File: config.mk
export PLATFORM = sky130hd
export DESIGN_NAME = redmule_z_buffer_ctrl
export DESIGN_NICKNAME = d
export VERILOG_FILES = /design/src/rtl/redmule_pkg.sv /design/src/rtl/redmule_z_buffer_ctrl.sv
export SDC_FILE = /design/constraint.sdc
export NUM_CORES = 1
export LEC_CHECK = 0
export BUFFER_PORTS_ARGS = -buffer_cell sky130_fd_sc_hd__buf_2
export CAP_MARGIN = 30
export CELL_PAD_IN_SITES_DETAIL_PLACEMENT = 0
export CELL_PAD_IN_SITES_GLOBAL_PLACEMENT = 1
export CORE_MARGIN = 8
export CORE_UTILIZATION = 40
export CTS_CLUSTER_SIZE = 24
export DETAILED_ROUTE_END_ITERATION = 10
export HOLD_SLACK_MARGIN = 0.05
export PLACE_DENSITY_LB_ADDON = 0.1
export SYNTH_ARGS = -nofsm -noshare
export SYNTH_HDL_FRONTEND = slang
export SYNTH_SLANG_ARGS = --single-unit
File: constraint.sdc
create_clock -name clk_i -period 4.8 [get_ports clk_i]
set_input_delay 0.24 -clock clk_i [delete_from_list [all_inputs] [get_ports clk_i]]
set_output_delay 0.24 -clock clk_i [all_outputs]
set_load 0.05 [all_outputs]
File: src/rtl/redmule_pkg.sv
// Shared types for the RedMulE Z-buffer controller.
package redmule_pkg;

  typedef enum logic [1:0] {
    ZB_IDLE  = 2'd0,
    ZB_CLEAR = 2'd1,
    ZB_FILL  = 2'd2,
    ZB_DRAIN = 2'd3
  } z_buf_ctrl_state_e;

endpackage

File: src/rtl/redmule_z_buffer_ctrl.sv
// Z-buffer controller: clears the buffer, accepts engine row writes, then drains rows or columns.
// Column drain exists only when REDMULE_ZBUF_TRANSPOSE_EN is defined; otherwise transpose_i is ignored.
module redmule_z_buffer_ctrl
  import redmule_pkg::*;
#(
  parameter int unsigned ROWS = 4,
  parameter int unsigned COLS = 4
) (
  input  logic                    clk_i,
  input  logic                    rst_ni,
  input  logic                    start_i,
  input  logic [$clog2(ROWS):0]   num_rows_i,
  input  logic                    transpose_i,
  input  logic                    in_valid_i,
  output logic                    in_ready_o,
  output logic                    out_valid_o,
  input  logic                    out_ready_i,
  output logic                    out_sel_col_o,
  output logic                    clear_o,
  output logic                    row_write_en_o,
  output logic [$clog2(ROWS)-1:0] row_write_addr_o,
  output logic                    row_read_en_o,
  output logic [$clog2(ROWS)-1:0] row_read_addr_o,
  output logic                    col_read_en_o,
  output logic [$clog2(COLS)-1:0] col_read_addr_o,
  output logic                    busy_o,
  output logic                    done_o
);

  localparam int unsigned NRW  = $clog2(ROWS) + 1;
  localparam int unsigned RAW  = $clog2(ROWS);
  localparam int unsigned CAW  = $clog2(COLS);
  localparam int unsigned MAXB = (ROWS > COLS) ? ROWS : COLS;
  localparam int unsigned CW   = $clog2(MAXB + 1);

  z_buf_ctrl_state_e r_state;
  logic [NRW-1:0]    r_num_rows;
  logic              r_transpose;
  logic [NRW-1:0]    r_wr_cnt;
  logic [CW-1:0]     r_rd_cnt;
  logic              r_rd_done;
  logic              r_out_valid;
  logic              r_done;

  logic              w_tr_in;
  logic [NRW-1:0]    w_num_rows_sat;
  logic [CW-1:0]     w_beats;
  logic              w_wr_hs;
  logic              w_wr_last;
  logic              w_rd_issue;
  logic              w_rd_last;
  logic              w_out_hs;

  // Decode handshakes, tile length and read-issue conditions
  always_comb begin
`ifdef REDMULE_ZBUF_TRANSPOSE_EN
    w_tr_in = transpose_i;
`else
    w_tr_in = transpose_i & 1'b0;
`endif
    if ((num_rows_i == NRW'(0)) || (num_rows_i > NRW'(ROWS))) begin
      w_num_rows_sat = NRW'(ROWS);
    end else begin
      w_num_rows_sat = num_rows_i;
    end
    if (r_transpose) begin
      w_beats = CW'(COLS);
    end else begin
      w_beats = CW'(r_num_rows);
    end
    w_wr_hs    = (r_state == ZB_FILL) && in_valid_i;
    w_wr_last  = w_wr_hs && (r_wr_cnt == (r_num_rows - NRW'(1)));
    // One read may be in flight: issue only if the output slot is free or being emptied
    w_rd_issue = (r_state == ZB_DRAIN) && !r_rd_done && (!r_out_valid || out_ready_i);
    w_rd_last  = (r_rd_cnt == (w_beats - CW'(1)));
    w_out_hs   = r_out_valid && out_ready_i;
  end

  // Tile sequencing FSM with latched configuration, output-valid and done pulse
  always_ff @(posedge clk_i) begin
    if (!rst_ni) begin
      r_state     <= ZB_IDLE;
      r_num_rows  <= NRW'(0);
      r_transpose <= 1'b0;
      r_out_valid <= 1'b0;
      r_done      <= 1'b0;
    end else begin
      r_done <= 1'b0;
      case (r_state)
        ZB_IDLE: begin
          r_out_valid <= 1'b0;
          if (start_i && !r_done) begin
            r_state     <= ZB_CLEAR;
            r_num_rows  <= w_num_rows_sat;
            r_transpose <= w_tr_in;
          end
        end
        ZB_CLEAR: begin
          r_out_valid <= 1'b0;
          r_state     <= ZB_FILL;
        end
        ZB_FILL: begin
          r_out_valid <= 1'b0;
          if (w_wr_last) begin
            r_state <= ZB_DRAIN;
          end
        end
        ZB_DRAIN: begin
          if (w_rd_issue) begin
            r_out_valid <= 1'b1;
          end else if (out_ready_i) begin
            r_out_valid <= 1'b0;
          end
          if (w_out_hs && r_rd_done) begin
            r_state <= ZB_IDLE;
            r_done  <= 1'b1;
          end
        end
        default: begin
          r_state     <= ZB_IDLE;
          r_out_valid <= 1'b0;
        end
      endcase
    end
  end

  // Row write counter, restarted by every CLEAR
  always_ff @(posedge clk_i) begin
    if (!rst_ni) begin
      r_wr_cnt <= NRW'(0);
    end else if (r_state == ZB_CLEAR) begin
      r_wr_cnt <= NRW'(0);
    end else if (w_wr_hs) begin
      r_wr_cnt <= r_wr_cnt + NRW'(1);
    end
  end

  // Read counter saturates at the last beat; r_rd_done marks all reads issued
  always_ff @(posedge clk_i) begin
    if (!rst_ni) begin
      r_rd_cnt  <= CW'(0);
      r_rd_done <= 1'b0;
    end else if (r_state == ZB_CLEAR) begin
      r_rd_cnt  <= CW'(0);
      r_rd_done <= 1'b0;
    end else if (w_rd_issue) begin
      if (w_rd_last) begin
        r_rd_done <= 1'b1;
      end else begin
        r_rd_cnt <= r_rd_cnt + CW'(1);
      end
    end
  end

  assign busy_o           = (r_state != ZB_IDLE);
  assign done_o           = r_done;
  assign clear_o          = (r_state == ZB_CLEAR);
  assign in_ready_o       = (r_state == ZB_FILL);
  assign row_write_en_o   = w_wr_hs;
  assign row_write_addr_o = r_wr_cnt[RAW-1:0];
  assign out_valid_o      = r_out_valid;
  assign row_read_en_o    = w_rd_issue && !r_transpose;
  assign row_read_addr_o  = r_rd_cnt[RAW-1:0];

`ifdef REDMULE_ZBUF_TRANSPOSE_EN
  assign col_read_en_o    = w_rd_issue && r_transpose;
  assign col_read_addr_o  = r_rd_cnt[CAW-1:0];
  assign out_sel_col_o    = (r_state == ZB_DRAIN) && r_transpose;
`else
  assign col_read_en_o    = 1'b0;
  assign col_read_addr_o  = CAW'(0);
  assign out_sel_col_o    = 1'b0;
`endif

endmodule

**Word-level counts from Yosys, hierarchy flattened**

Index checks and enable logic that the tools add are counted.

- Flip-flop bits (word level): 14
- Bits in latches: 0
- Memory bits (writable): 0
- ROM bits: 0
- Input bits: 9
- Output and inout port bits: 15
- Logic and storage cells: 53
- Memories: 0

- Add/sub/neg operators: 3
- $mul: 0
- Divide/modulo/power cells: 0
- Magnitude comparators: 1
- Eq/ne operators: 9
- Shift-type cells: 0
- Multiplexer cells: 9
- Bitwise logic cells: 2
- Reduce and logical (&&, ||, !) cells: 22

Operator list:

| kind | count |
|---|---|
| 2-bit one-hot mux with 4 select lines | 1 |
| 2-bit AND reduction | 4 |
| 1-bit logical AND | 7 |
| 3-bit by 1-bit adder with 3-bit output, second input constant | 2 |
| 3-bit == test | 2 |
| 2-bit two-way mux | 3 |
| 2-bit == test, second input constant | 2 |
| 2-bit by 1-bit inequality test with 1-bit output, second input constant | 2 |
| 3-bit greater-than comparator, second input constant | 1 |
| 1-bit logical NOT | 3 |
| 3-bit logical NOT | 1 |
| 1-bit two-way mux | 3 |
| 3-bit two-way mux | 1 |
| 3-bit inequality test, second input constant | 1 |
| 3-bit AND reduction | 1 |
| 3-bit OR reduction | 1 |
| 3-bit by 1-bit subtractor with 3-bit output, second input constant | 1 |
| 2-bit by 1-bit == test with 1-bit output, second input constant | 1 |
| 2-bit logical NOT | 1 |
| 1-bit logical OR | 2 |
| 2-bit inequality test, second input constant | 1 |
| 1-bit inverter | 2 |
| 1-bit one-hot mux with 2 select lines | 1 |
| 2-bit nonzero test | 1 |
| 2-bit OR reduction | 1 |

**Depth between registers and ports, before layout**

- Word-level depth: 5
- Mapped depth: 7
- Gate-level depth less buffers: 6

**Worst setup path after synthesis**

OpenSTA, ideal clock, no wires.

- Kind: register -> register
- From: reg r_state[0]
- To: reg r_state[1]
- Setup time: 70 ps
- Arrival time: 2,078 ps
- Required time: 4,730 ps
- Path slack: 2,652 ps
- Stages on the path, launching flop included: 8
- Path buffers: 1
- Clock period less this slack: 2,148 ps
- Path through: dfxtp_1 -> inv_1 -> ha_1 -> and2_1 -> buf_2 -> a41oi_1 -> or3b_1 -> a21boi_1

- Longest elaborated chain between the ends: 5
- Elaborated cells between the ends (all ways): 11
- Those cells by class: 6 x eq/ne; 1 x mux; 4 x reduce/logical

RTL lines:

| element | line | source |
|---|---|---|
| from (decl) | redmule_z_buffer_ctrl.sv:36 | `z_buf_ctrl_state_e r_state;` |
| from (signal assigned) | redmule_z_buffer_ctrl.sv:82 | `r_state <= ZB_IDLE;` |
| from (signal assigned) | redmule_z_buffer_ctrl.sv:93 | `r_state <= ZB_CLEAR;` |
| from (signal assigned) | redmule_z_buffer_ctrl.sv:100 | `r_state <= ZB_FILL;` |
| 2-bit == test | -- |  |
| net in_ready_o | redmule_z_buffer_ctrl.sv:15 | `output logic in_ready_o,` |
| 1-bit logical AND | redmule_z_buffer_ctrl.sv:71 | `w_wr_hs = (r_state == ZB_FILL) && in_valid_i;` |
| net row_write_en_o | redmule_z_buffer_ctrl.sv:20 | `output logic row_write_en_o,` |
| 1-bit logical AND | redmule_z_buffer_ctrl.sv:72 | `w_wr_last = w_wr_hs && (r_wr_cnt == (r_num_rows - NRW'(1)));` |
| 2-bit by 1-bit inequality test with 1-bit output (no source line) | -- |  |
| 3-bit AND reduction (no source line) | -- |  |

The timed path passes the listed nets, and every way through them passes these cells.
A chain may end at the register's enable or synchronous reset.

**Worst setup path in the final report**

- From: reg r_state[0]
- To: out row_write_en_o

- Longest elaborated chain between the ends: 2

RTL lines:

| element | line |
|---|---|
| 2-bit == test | redmule_z_buffer_ctrl.sv:71 |
| 1-bit logical AND | redmule_z_buffer_ctrl.sv:71 |
| to (decl) | redmule_z_buffer_ctrl.sv:20 |

No other way between the ends.

==> results.md <==
* Synthesized netlist cell count at 94
* Cell family with the largest share of critical-path delay: buffers and inverters
* Crit path largest cell delay at 0.33 ns
* M2 GR Usage at 0.136
* Proportion of layout cells with a drive suffix above 1 at 0.236
* Post-Place Setup Slack at 3.05 ns
* Path length in cells of the critical path at 4
* Peak-usage layer in the global routing report: met2
* Final critical delay including setup and external delays at 1.78 ns
* Yosys cell types at 33
* Remaining antenna violation count after routing at 0
* Total of buffers placed on input and output ports at 18
* Post-cts gate resize count at 0
* Top fanout value on the critical path at 5
* Number of H-tree levels at 1
* Clock latency at the later pin of the worst-skew pair at 0.27 ns
* Routability congestion estimate from global placement at 0.687
* Number of synthesis warnings at 0
* Cell with the biggest individual delay on the critical path: sky130_fd_sc_hd__dfxtp_1
* Via count of the first global-routing pass at 630
* Async set-or-reset flop fraction in the synthesized netlist at 0
* Startpoint types: flip-flop
* Length of the first detailed-routing pass in iterations at 2
* Worst-case clock skew at 0.00632 ns
* R2r endpoint: r_state[1]
* Post-synthesis adder-cell area fraction at 0.128
* Total CTS buffers at 3
* Fraction of synthesized area in multiplexers at 0.0114
* Number of antenna repair diodes at 0
* Buffer type at the clock tree root: sky130_fd_sc_hd__clkbuf_4
* Placed instance count at 134
* Path type of the worst setup path: reg -> out
* Number of cell rows at 17
* Filler Cell Count at 224
* Sequential cell area in the final layout at 280 um2
* Std-Cell Core Area at 0.00215 mm2
* Setup repair after global routing missed its margin: false
* Largest net degree at the start of global routing at 9
* Antenna violations before repair at 0
* Setup TNS at 0 ns
* Setup slack of the most critical reg-to-reg path at 3.05 ns
* Die width at 62.9 um
* GRT overflow at 0
* DRC violation count after routing at 0
* Die Footprint at 0.00396 mm2
* Reg clk slew, reported paths at 0.09 ns
* Leading register cell type out of synthesis: sky130_fd_sc_hd__dfxtp_1
* Synthesized area per cell at 9.36 um2
* Min-delay worst type: in -> reg
* R2R Path Start: r_state[0]
* Met1 track utilization from global routing at 0.0869
* End point of the critical path: row_write_en_o
* Critical path, cell by cell: inv_1, ha_1, and2_1, buf_2
* Post-route fraction of the period consumed by the critical path at 0.370
* Clock Sink Count at 14
* Power per standard cell area at 472 mW/mm2
* Total of flip-flops plus latches after synthesis at 14
* Finish-stage setup viols at 0
* Post-synthesis to final-layout area growth at 12.2%
* Setup Buffers After CTS at 0
* Post-detailed-route via-to-cell ratio at 4.67
* Top library cells by usage in the layout, fill and taps aside: sky130_fd_sc_hd__buf_2 (18), sky130_fd_sc_hd__dfxtp_1 (14), sky130_fd_sc_hd__ha_1 (9)
* Post-synthesis share of cell area spent on xor and xnor gates at 0.114
* Power, Total at 0.466 mW
* Number of nets in the layout at 129
* TritonCTS clock tree: built
* Complex-gate fraction of the synthesized area at 0.124
* Multi-input combinational cell area at 515 um2
* Non-filler instance count after layout at 138
* Detail Placement HPWL at 1300 um
* Number of flops mapped to enable cells by yosys at 0
* Worst-case setup margin in the final layout at 3.02 ns
* Cell count of the worst reg-to-reg path at 6
* Crit path required time at 4.56 ns
* Routed vias at 645
* Vertical extent of the die at 62.9 um
* Final hold violation count at 0
* Max Clk Rate at 563 MHz
* Sequential fraction of the synthesis area at 0.319
* Worst setup EP type: output port
* Met3 demand-to-capacity share in global routing at 0.0269
* CP startpoint: r_state[0]
* Leading cell type in the layout, fill and taps excluded: sky130_fd_sc_hd__buf_2
* Run status: finished, final reports clean
* Static leakage power at 0.466 nW
* Maximum clock insertion buffer count at 2
* Starting Density at 0.409
* Largest family of logic cells by synthesized area: simple AND/OR/NAND/NOR gates
* Aggregate global-route resource usage at 0.0807
* Detail-routed net length per standard cell at 11.0 um
* Worst VDD drop at 0.000289 V
* Wirelength, routed at 1520 um
* First-iteration detailed-routing DRC count at 6
* Share of synthesized cell area in and, or, nand and nor gates at 0.192
* Min Hold Slack at 0.246 ns
* Data arrival, critical path at 1.54 ns
* First-pass GRT wire length at 2640 um
* Maximum Capacitance Violations at 0
* Combined buffer and inverter count along the critical path at 2
* Final count of pins violating max slew at 0
* Quantity of hold-fixing buffers added after cts at 0
* I/O pin cnt at 24
* Area of the mapped netlist at 880 um2
flip-flops by register name (all words and copies together), names as in the netlist:
signal       flops
r_wr_cnt         3
r_state          2
r_num_rows       3
out_valid_o      1
done_o           1
r_rd_done        1
r_rd_cnt         3
worst min-delay path by stage:
stage	startpoint	endpoint	slack, ns	cells past startpoint
2_1_floorplan	rst_ni	r_num_rows[2]	0.36	1
3_3_place_gp	r_rd_done	out_valid_o	0.48	1
3_5_place_dp	r_rd_done	out_valid_o	0.48	1
4_1_cts	rst_ni	r_state[0]	0.24	2
5_1_grt	out_ready_i	done_o	0.25	3
6_report	rst_ni	r_state[0]	0.25	2
routing by layer:
layer / wire length [um] / vias to the layer above
li1: - / 338
met1: 685 / 294
met2: 737 / 11
met3: 83 / 2
met4: 14 / 0
met5: 0 / -
area by class of cell:
cell class | count | area share
timing repair buffer | 18 | 0.0913
sequential | 14 | 0.284
clock buffer | 4 | 0.0368
multi-input combinational | 66 | 0.522
tap | 28 | 0.0355
inverter | 8 | 0.0304
kinds of logic (layout without fill, tap and decap cells):
group                      Yosys count  count (layout)
adders and majority gates            9               9
xor gates and xnor gates             8               8
muxes                                1               1
DFF                                 14              14
AOI/OAI and AO/OA                   17              17
other                                1               4
and+or+nand+nor                     27              27
buffers and inverters               17              30
per-stage QoR:
step / util / area (um2)
after floorplan: - / 891
after detailed placement: 0.443 / 951
after global routing: 0.460 / 987
after CTS: 0.460 / 987
final: 0.460 / 987
after global placement: 0.443 / 951
power by group:
| group | leakage (nW) | switching (mW) | internal, mW | total [mW] |
|---|---|---|---|---|
| registers | 0.114 | 0.0149 | 0.132 | 0.147 |
| clock network | 0.0210 | 0.0369 | 0.0461 | 0.0829 |
| logic | 0.331 | 0.160 | 0.0770 | 0.237 |
| total | 0.466 | 0.211 | 0.255 | 0.466 |
worst reg2reg max path, cell delays in order, from the launching register on:
cell,delay [ns]
sky130_fd_sc_hd__dfxtp_1,0.33
sky130_fd_sc_hd__inv_1,0.11
sky130_fd_sc_hd__ha_1,0.24
sky130_fd_sc_hd__and2_1,0.27
sky130_fd_sc_hd__a41oi_1,0.21
sky130_fd_sc_hd__or3b_1,0.41
sky130_fd_sc_hd__a21boi_1,0.12
synthesized netlist by cell type, types with 2 or more instances:
| master | number | area, um2 |
|---|---|---|
| sky130_fd_sc_hd__a21oi_1 | 5 | 25.0 |
| sky130_fd_sc_hd__and2_1 | 2 | 12.5 |
| sky130_fd_sc_hd__buf_4 | 8 | 60.1 |
| sky130_fd_sc_hd__dfxtp_1 | 14 | 280 |
| sky130_fd_sc_hd__ha_1 | 9 | 113 |
| sky130_fd_sc_hd__inv_1 | 8 | 30.0 |
| sky130_fd_sc_hd__nand2_1 | 3 | 11.3 |
| sky130_fd_sc_hd__nand2b_1 | 3 | 18.8 |
| sky130_fd_sc_hd__nand3b_1 | 2 | 15.0 |
| sky130_fd_sc_hd__nor2_1 | 5 | 18.8 |
| sky130_fd_sc_hd__nor2b_1 | 2 | 12.5 |
| sky130_fd_sc_hd__nor3b_1 | 3 | 22.5 |
| sky130_fd_sc_hd__o21ai_0 | 5 | 25.0 |
| sky130_fd_sc_hd__or3_1 | 2 | 12.5 |
| sky130_fd_sc_hd__xnor2_1 | 3 | 26.3 |
| sky130_fd_sc_hd__xor2_1 | 3 | 26.3 |
(Power assumes the default switching activity.)
